[config.mk]
export PLATFORM = sky130hd
export DESIGN_NAME = vga_timing_gen
export DESIGN_NICKNAME = d
export VERILOG_FILES = /design/src/rtl/vga_timing_gen.sv
export SDC_FILE = /design/constraint.sdc
export NUM_CORES = 1
export LEC_CHECK = 0
export BUFFER_PORTS_ARGS = -buffer_cell sky130_fd_sc_hd__buf_2
export CORE_MARGIN = 2
export CORE_UTILIZATION = 30
export CTS_CLUSTER_DIAMETER = 30
export DETAILED_ROUTE_END_ITERATION = 16
export HOLD_SLACK_MARGIN = 0.1
export PLACE_DENSITY_LB_ADDON = 0.25
export SLEW_MARGIN = 20
export SYNTH_ARGS = -nofsm -noshare
export SYNTH_HDL_FRONTEND = slang
export SYNTH_SLANG_ARGS = --single-unit
[constraint.sdc]
create_clock -name clk -period 2.45 [get_ports clk]
set_clock_uncertainty 0.15 [all_clocks]
set_input_delay 0.1225 -clock clk [delete_from_list [all_inputs] [get_ports clk]]
set_output_delay 0.1225 -clock clk [all_outputs]
set_load 0.01 [all_outputs]
[src/rtl/vga_timing_gen.sv]
// VGA timing generator: pixel-tick divider, h/v counters, sync/blank decode,
// a PIPE-deep alignment line for the source latency, and registered VGA pins.
module vga_timing_gen #(
    parameter int H_ACTIVE = 640,
    parameter int H_FP     = 16,
    parameter int H_SYNC   = 96,
    parameter int H_BP     = 48,
    parameter int V_ACTIVE = 480,
    parameter int V_FP     = 10,
    parameter int V_SYNC   = 2,
    parameter int V_BP     = 33,
    parameter bit HS_POL   = 1'b0,
    parameter bit VS_POL   = 1'b0,
    parameter int CLK_DIV  = 2,
    parameter int COLOR_W  = 4,
    parameter int PIPE     = 2
) (
    input  logic               clk,
    input  logic               rst,
    input  logic               en,
    output logic               pix_req,
    output logic [10:0]        pix_x,
    output logic [9:0]         pix_y,
    input  logic [COLOR_W-1:0] pix_r,
    input  logic [COLOR_W-1:0] pix_g,
    input  logic [COLOR_W-1:0] pix_b,
    output logic               VGA_H_SYNC,
    output logic               VGA_V_SYNC,
    output logic [COLOR_W-1:0] VGA_R,
    output logic [COLOR_W-1:0] VGA_G,
    output logic [COLOR_W-1:0] VGA_B,
    output logic               line_start,
    output logic               frame_start,
    output logic [15:0]        frame_count
);

    localparam int H_TOTAL = H_ACTIVE + H_FP + H_SYNC + H_BP;
    localparam int V_TOTAL = V_ACTIVE + V_FP + V_SYNC + V_BP;
    localparam int DIV_W   = (CLK_DIV > 1) ? $clog2(CLK_DIV) : 1;

    logic [DIV_W-1:0]   div_r;
    logic [10:0]        h_r;
    logic [9:0]         v_r;
    logic [15:0]        frame_count_r;
    logic               tick_s;
    logic               h_wrap_s;
    logic               v_wrap_s;
    logic               de_s;
    logic               hs_s;
    logic               vs_s;
    logic [2:0]         cur_s;
    logic [2:0]         late_s;
    logic               hsync_r;
    logic               vsync_r;
    logic [COLOR_W-1:0] red_r;
    logic [COLOR_W-1:0] grn_r;
    logic [COLOR_W-1:0] blu_r;
    logic               line_start_r;
    logic               frame_start_r;

    // Tick qualification and count decode from the current (h,v)
    always_comb begin
        tick_s   = en && (div_r == DIV_W'(CLK_DIV - 1));
        h_wrap_s = (h_r == 11'(H_TOTAL - 1));
        v_wrap_s = (v_r == 10'(V_TOTAL - 1));
        de_s     = (h_r < 11'(H_ACTIVE)) && (v_r < 10'(V_ACTIVE));
        hs_s     = (h_r >= 11'(H_ACTIVE + H_FP)) && (h_r < 11'(H_ACTIVE + H_FP + H_SYNC));
        vs_s     = (v_r >= 10'(V_ACTIVE + V_FP)) && (v_r < 10'(V_ACTIVE + V_FP + V_SYNC));
        cur_s    = {de_s, hs_s, vs_s};
    end

    assign pix_req     = de_s && en;
    assign pix_x       = h_r;
    assign pix_y       = v_r;
    assign frame_count = frame_count_r;
    assign VGA_H_SYNC  = hsync_r;
    assign VGA_V_SYNC  = vsync_r;
    assign VGA_R       = red_r;
    assign VGA_G       = grn_r;
    assign VGA_B       = blu_r;
    assign line_start  = line_start_r;
    assign frame_start = frame_start_r;

    // Pixel-tick divider; holds while en is low
    always_ff @(posedge clk or negedge rst) begin
        if (!rst) begin
            div_r <= '0;
        end else if (tick_s) begin
            div_r <= '0;
        end else if (en) begin
            div_r <= div_r + DIV_W'(1);
        end
    end

    // Horizontal/vertical position and completed-frame counter
    always_ff @(posedge clk or negedge rst) begin
        if (!rst) begin
            h_r           <= 11'd0;
            v_r           <= 10'd0;
            frame_count_r <= 16'd0;
        end else if (tick_s) begin
            if (h_wrap_s) begin
                h_r <= 11'd0;
                if (v_wrap_s) begin
                    v_r           <= 10'd0;
                    frame_count_r <= frame_count_r + 16'd1;
                end else begin
                    v_r <= v_r + 10'd1;
                end
            end else begin
                h_r <= h_r + 11'd1;
            end
        end
    end

    // Strobes follow the counter directly, not the pixel pipeline
    always_ff @(posedge clk or negedge rst) begin
        if (!rst) begin
            line_start_r  <= 1'b0;
            frame_start_r <= 1'b0;
        end else begin
            line_start_r  <= tick_s && h_wrap_s;
            frame_start_r <= tick_s && h_wrap_s && v_wrap_s;
        end
    end

    // {de,hs,vs} delayed by the source latency so they meet the returned colour
    generate
        if (PIPE == 0) begin : g_nopipe
            assign late_s = cur_s;
        end else begin : g_pipe
            logic [2:0] dly_r [PIPE];

            // Shift register advanced once per pixel tick
            always_ff @(posedge clk or negedge rst) begin
                if (!rst) begin
                    for (int i = 0; i < PIPE; i++) begin
                        dly_r[i] <= 3'b000;
                    end
                end else if (tick_s) begin
                    dly_r[0] <= cur_s;
                    for (int i = 1; i < PIPE; i++) begin
                        dly_r[i] <= dly_r[i-1];
                    end
                end
            end

            assign late_s = dly_r[PIPE-1];
        end
    endgenerate

    // VGA pin register; blanked with syncs idle while timing is disabled
    always_ff @(posedge clk or negedge rst) begin
        if (!rst) begin
            hsync_r <= ~HS_POL;
            vsync_r <= ~VS_POL;
            red_r   <= '0;
            grn_r   <= '0;
            blu_r   <= '0;
        end else if (!en) begin
            hsync_r <= ~HS_POL;
            vsync_r <= ~VS_POL;
            red_r   <= '0;
            grn_r   <= '0;
            blu_r   <= '0;
        end else if (tick_s) begin
            hsync_r <= late_s[1] ? HS_POL : ~HS_POL;
            vsync_r <= late_s[0] ? VS_POL : ~VS_POL;
            red_r   <= late_s[2] ? pix_r : '0;
            grn_r   <= late_s[2] ? pix_g : '0;
            blu_r   <= late_s[2] ? pix_b : '0;
        end
    end

endmodule

==> out/metrics.yaml <==
worst_setup_path:
  ff2ff_path_depth: 4
  worst-path-max-fanout: 5
  path_cells: "or4b_4 -> or4_4 -> or4_1 -> o21ai_0"
  startpoint_type: "register"
  required_ns: 2.55
  cp_slowest_stage_delay_ns: 0.58
  r2r_slack_ns: 0.10
  crit_path_top_delay_cell: "or4b_4"
  cp-end-kind: "register"
  critical_path.top_delay_family: "simple AND/OR/NAND/NOR gates"
  r2r-end: "pix_y[3]"
  crit_end: "pix_y[3]"
  crit_buf_inv: 0
  worstPathArrival_ns: 2.45
  path_depth: 4
  path_class: "register to register"
  worstReg2RegStart: "pix_x[7]"
  critPathLaunch: "pix_x[7]"
timing:
  worst_slack_ns: 0.101
  max_freq_mhz: 426
  setup_viol: 0
  period_share_pct: 95.9
  grt_setup_unrepaired: "no"
  finalMaxSlewViolations: 0
  worst_slew_pin_slew_ns: 0.766
  min_period_ns: 2.35
  relSlewSlack_pct: 48.9
  hold_viol_final: 0
  tns_ns: 0
pwr:
  power.density_mw_per_mm2: 604
  p_leak_nw: 1.79
  peakVddDrop_mv: 0.268
layout:
  final_common_cell: "buf_2"
  fillers: 890
  nets: 385
  layout.area.seq_mm2: 0.00150
  multi_input_area_mm2: 0.00123
  diodes: 0
  syn_to_final_growth_pct: 30.5
  final_cell_mix: "68 x buf_2, 58 x dfrtp_1, 27 x nand3_1"
  layout-drive-gt1-share_pct: 30.2
clock_network:
  root_buffer: "clkbuf_8"
  cts_buffers: 9
  clock_path_buffers: 2
  clock_latency_ns: 0.33
  path_clk_slew_ns: 0.06
  htree_levels: 3
  numClockSinks: 60
  tritoncts: "yes"
  cts_setup_buffers: 0
drt:
  post_drt_wl_per_cell_um: 14.8
  vias: 2414
  drt-vias-per-instance: 5.01
  first_iter_violations: 67
  drc: 0
  wl_mm: 7.12
  ant_nets: 0
  first_pass_iters: 4
floorplanning:
  die_area_mm2: 0.0102
  ios: 69
  row_count: 35
  core_mm2: 0.00915
  start_util_pct: 30.7
  die_y_um: 101
  die_w_um: 101
logic_synthesis:
  ys_async_sr_fraction_pct: 100
  synth-edff-count: 0
  synth_flop_cell: "dfrtp_1"
  synth_cell_types: 38
  ys_ff_latch: 60
  yosys_warnings: 0
  ys_seq_area_share_pct: 53.5
  netlist_area_mm2: 0.00281
  syn_inst: 268
  synth.avg_cell_area_um2: 10.5
  synth_nets: 287
grt:
  grt.overflow.total: 0
  grt_max_degree: 34
  antenna_found_initial: 0
  grt_pass1_wl_mm: 11.3
  grt_use_total_pct: 14.2
  first_global_vias: 2298
placed_design:
  place.gp.congestion: 0.793
  place_hpwl_mm: 4.87
  pre_cts_slack_ns: 0.0909
  port_buffers: 68
run:
  drv_cap: 0
outcome:
  status: "finished clean"
min_path:
  holdCritPathClass: "input pin to async pin"
-- state kept, by name, indices dropped and copies added, names as in the netlist, 3 cells and up --
| register | flops |
|---|---|
| late_s | 3 |
| VGA_R | 4 |
| VGA_B | 4 |
| frame_count | 16 |
| pix_y | 10 |
| VGA_G | 4 |
| g_pipe.dly_r | 3 |
| pix_x | 11 |
-- how the worst min path moves through the flow --
stage / startpoint / end / slack, ns / cells after the start
floorplan: rst / VGA_B[0] / -0.32 / 0
global placement: rst / VGA_G[3] / 0.09 / 1
detailed placement: rst / VGA_G[3] / 0.1 / 1
CTS: rst / VGA_G[3] / 0.26 / 2
global route: rst / VGA_B[0] / 0.31 / 2
finish: rst / VGA_G[3] / 0.25 / 2
-- per-stage QoR --
stage	std cells	power (mW)	utilization, %	hold WS [ns]	instance area [um2]
floorplan	268	1.32	-	-0.323	2810
global placement	452	1.46	36.7	0.0915	3360
detailed placement	452	1.47	36.7	0.0982	3360
CTS	482	2.26	40.0	0.263	3660
global route	482	2.34	40.1	0.312	3670
finish	482	2.22	40.1	0.246	3670
-- area by class of cell --
type	instances	share of cell area (%)
clock buffers	13	4.06
clock inverters	3	0.409
inverters	8	0.818
multi-input cells	189	33.6
flip-flops and latches	60	41.0
well taps	111	3.78
repair buffers	98	16.4
-- timing repair --
| item | in CTS | in global routing |
|---|---|---|
| gates resized for setup | 0 | 1 |
| hold endpoints to repair | 44 | 0 |
| hold buffers | 14 | 0 |
| endpoints found under the setup margin | 0 | 1 |
-- where the power goes --
part | internal [mW] | leakage (nW) | switching, mW
logic | 0.153 | 0.906 | 0.217
registers | 1.04 | 0.796 | 0.0525
clock network | 0.390 | 0.0872 | 0.367
-- layer usage --
| metal | global-route usage, % | part of all wire [%] | up-vias | routed length, um |
|---|---|---|---|---|
| li1 | - | - | 1149 | - |
| met1 | 19.5 | 48 | 1185 | 3430 |
| met2 | 21.5 | 45 | 74 | 3220 |
| met3 | 4.92 | 5.8 | 6 | 411 |
| met4 | 3.79 | 0.83 | 0 | 59 |
| met5 | 0 | 0 | - | 0 |
-- cells by family after synthesis --
logic type | Yosys count | synth area share [%]
and+or+nand+nor | 122 | 25.3
DFF | 60 | 53.5
AOI/OAI and AO/OA | 30 | 5.70
xor gates and xnor gates | 27 | 8.41
buffers and inverters | 19 | 2.89
muxes | 6 | 2.40
adders and majority gates | 4 | 1.78
-- cell usage after synthesis (2+ instances only) --
| master | n | area, um2 |
|---|---|---|
| dfrtp_1 | 58 | 1450 |
| nand3_1 | 27 | 135 |
| xnor2_1 | 21 | 184 |
| nand4_1 | 19 | 119 |
| nand2_1 | 18 | 67.6 |
| a21oi_1 | 15 | 75.1 |
| nand2b_1 | 12 | 75.1 |
| o21ai_0 | 11 | 55.1 |
| nor2_1 | 9 | 33.8 |
| inv_1 | 8 | 30.0 |
| and3_1 | 7 | 43.8 |
| clkbuf_1 | 7 | 26.3 |
| nor3_1 | 7 | 35.0 |
| mux2_2 | 6 | 67.6 |
| xor2_1 | 6 | 52.6 |
| and2_1 | 5 | 31.3 |
| and4_1 | 5 | 43.8 |
| ha_1 | 4 | 50.1 |
| and3_2 | 2 | 15.0 |
| dfstp_2 | 2 | 52.6 |
| nor4_1 | 2 | 12.5 |
Note: power is estimated with default switching activity, not from simulation.
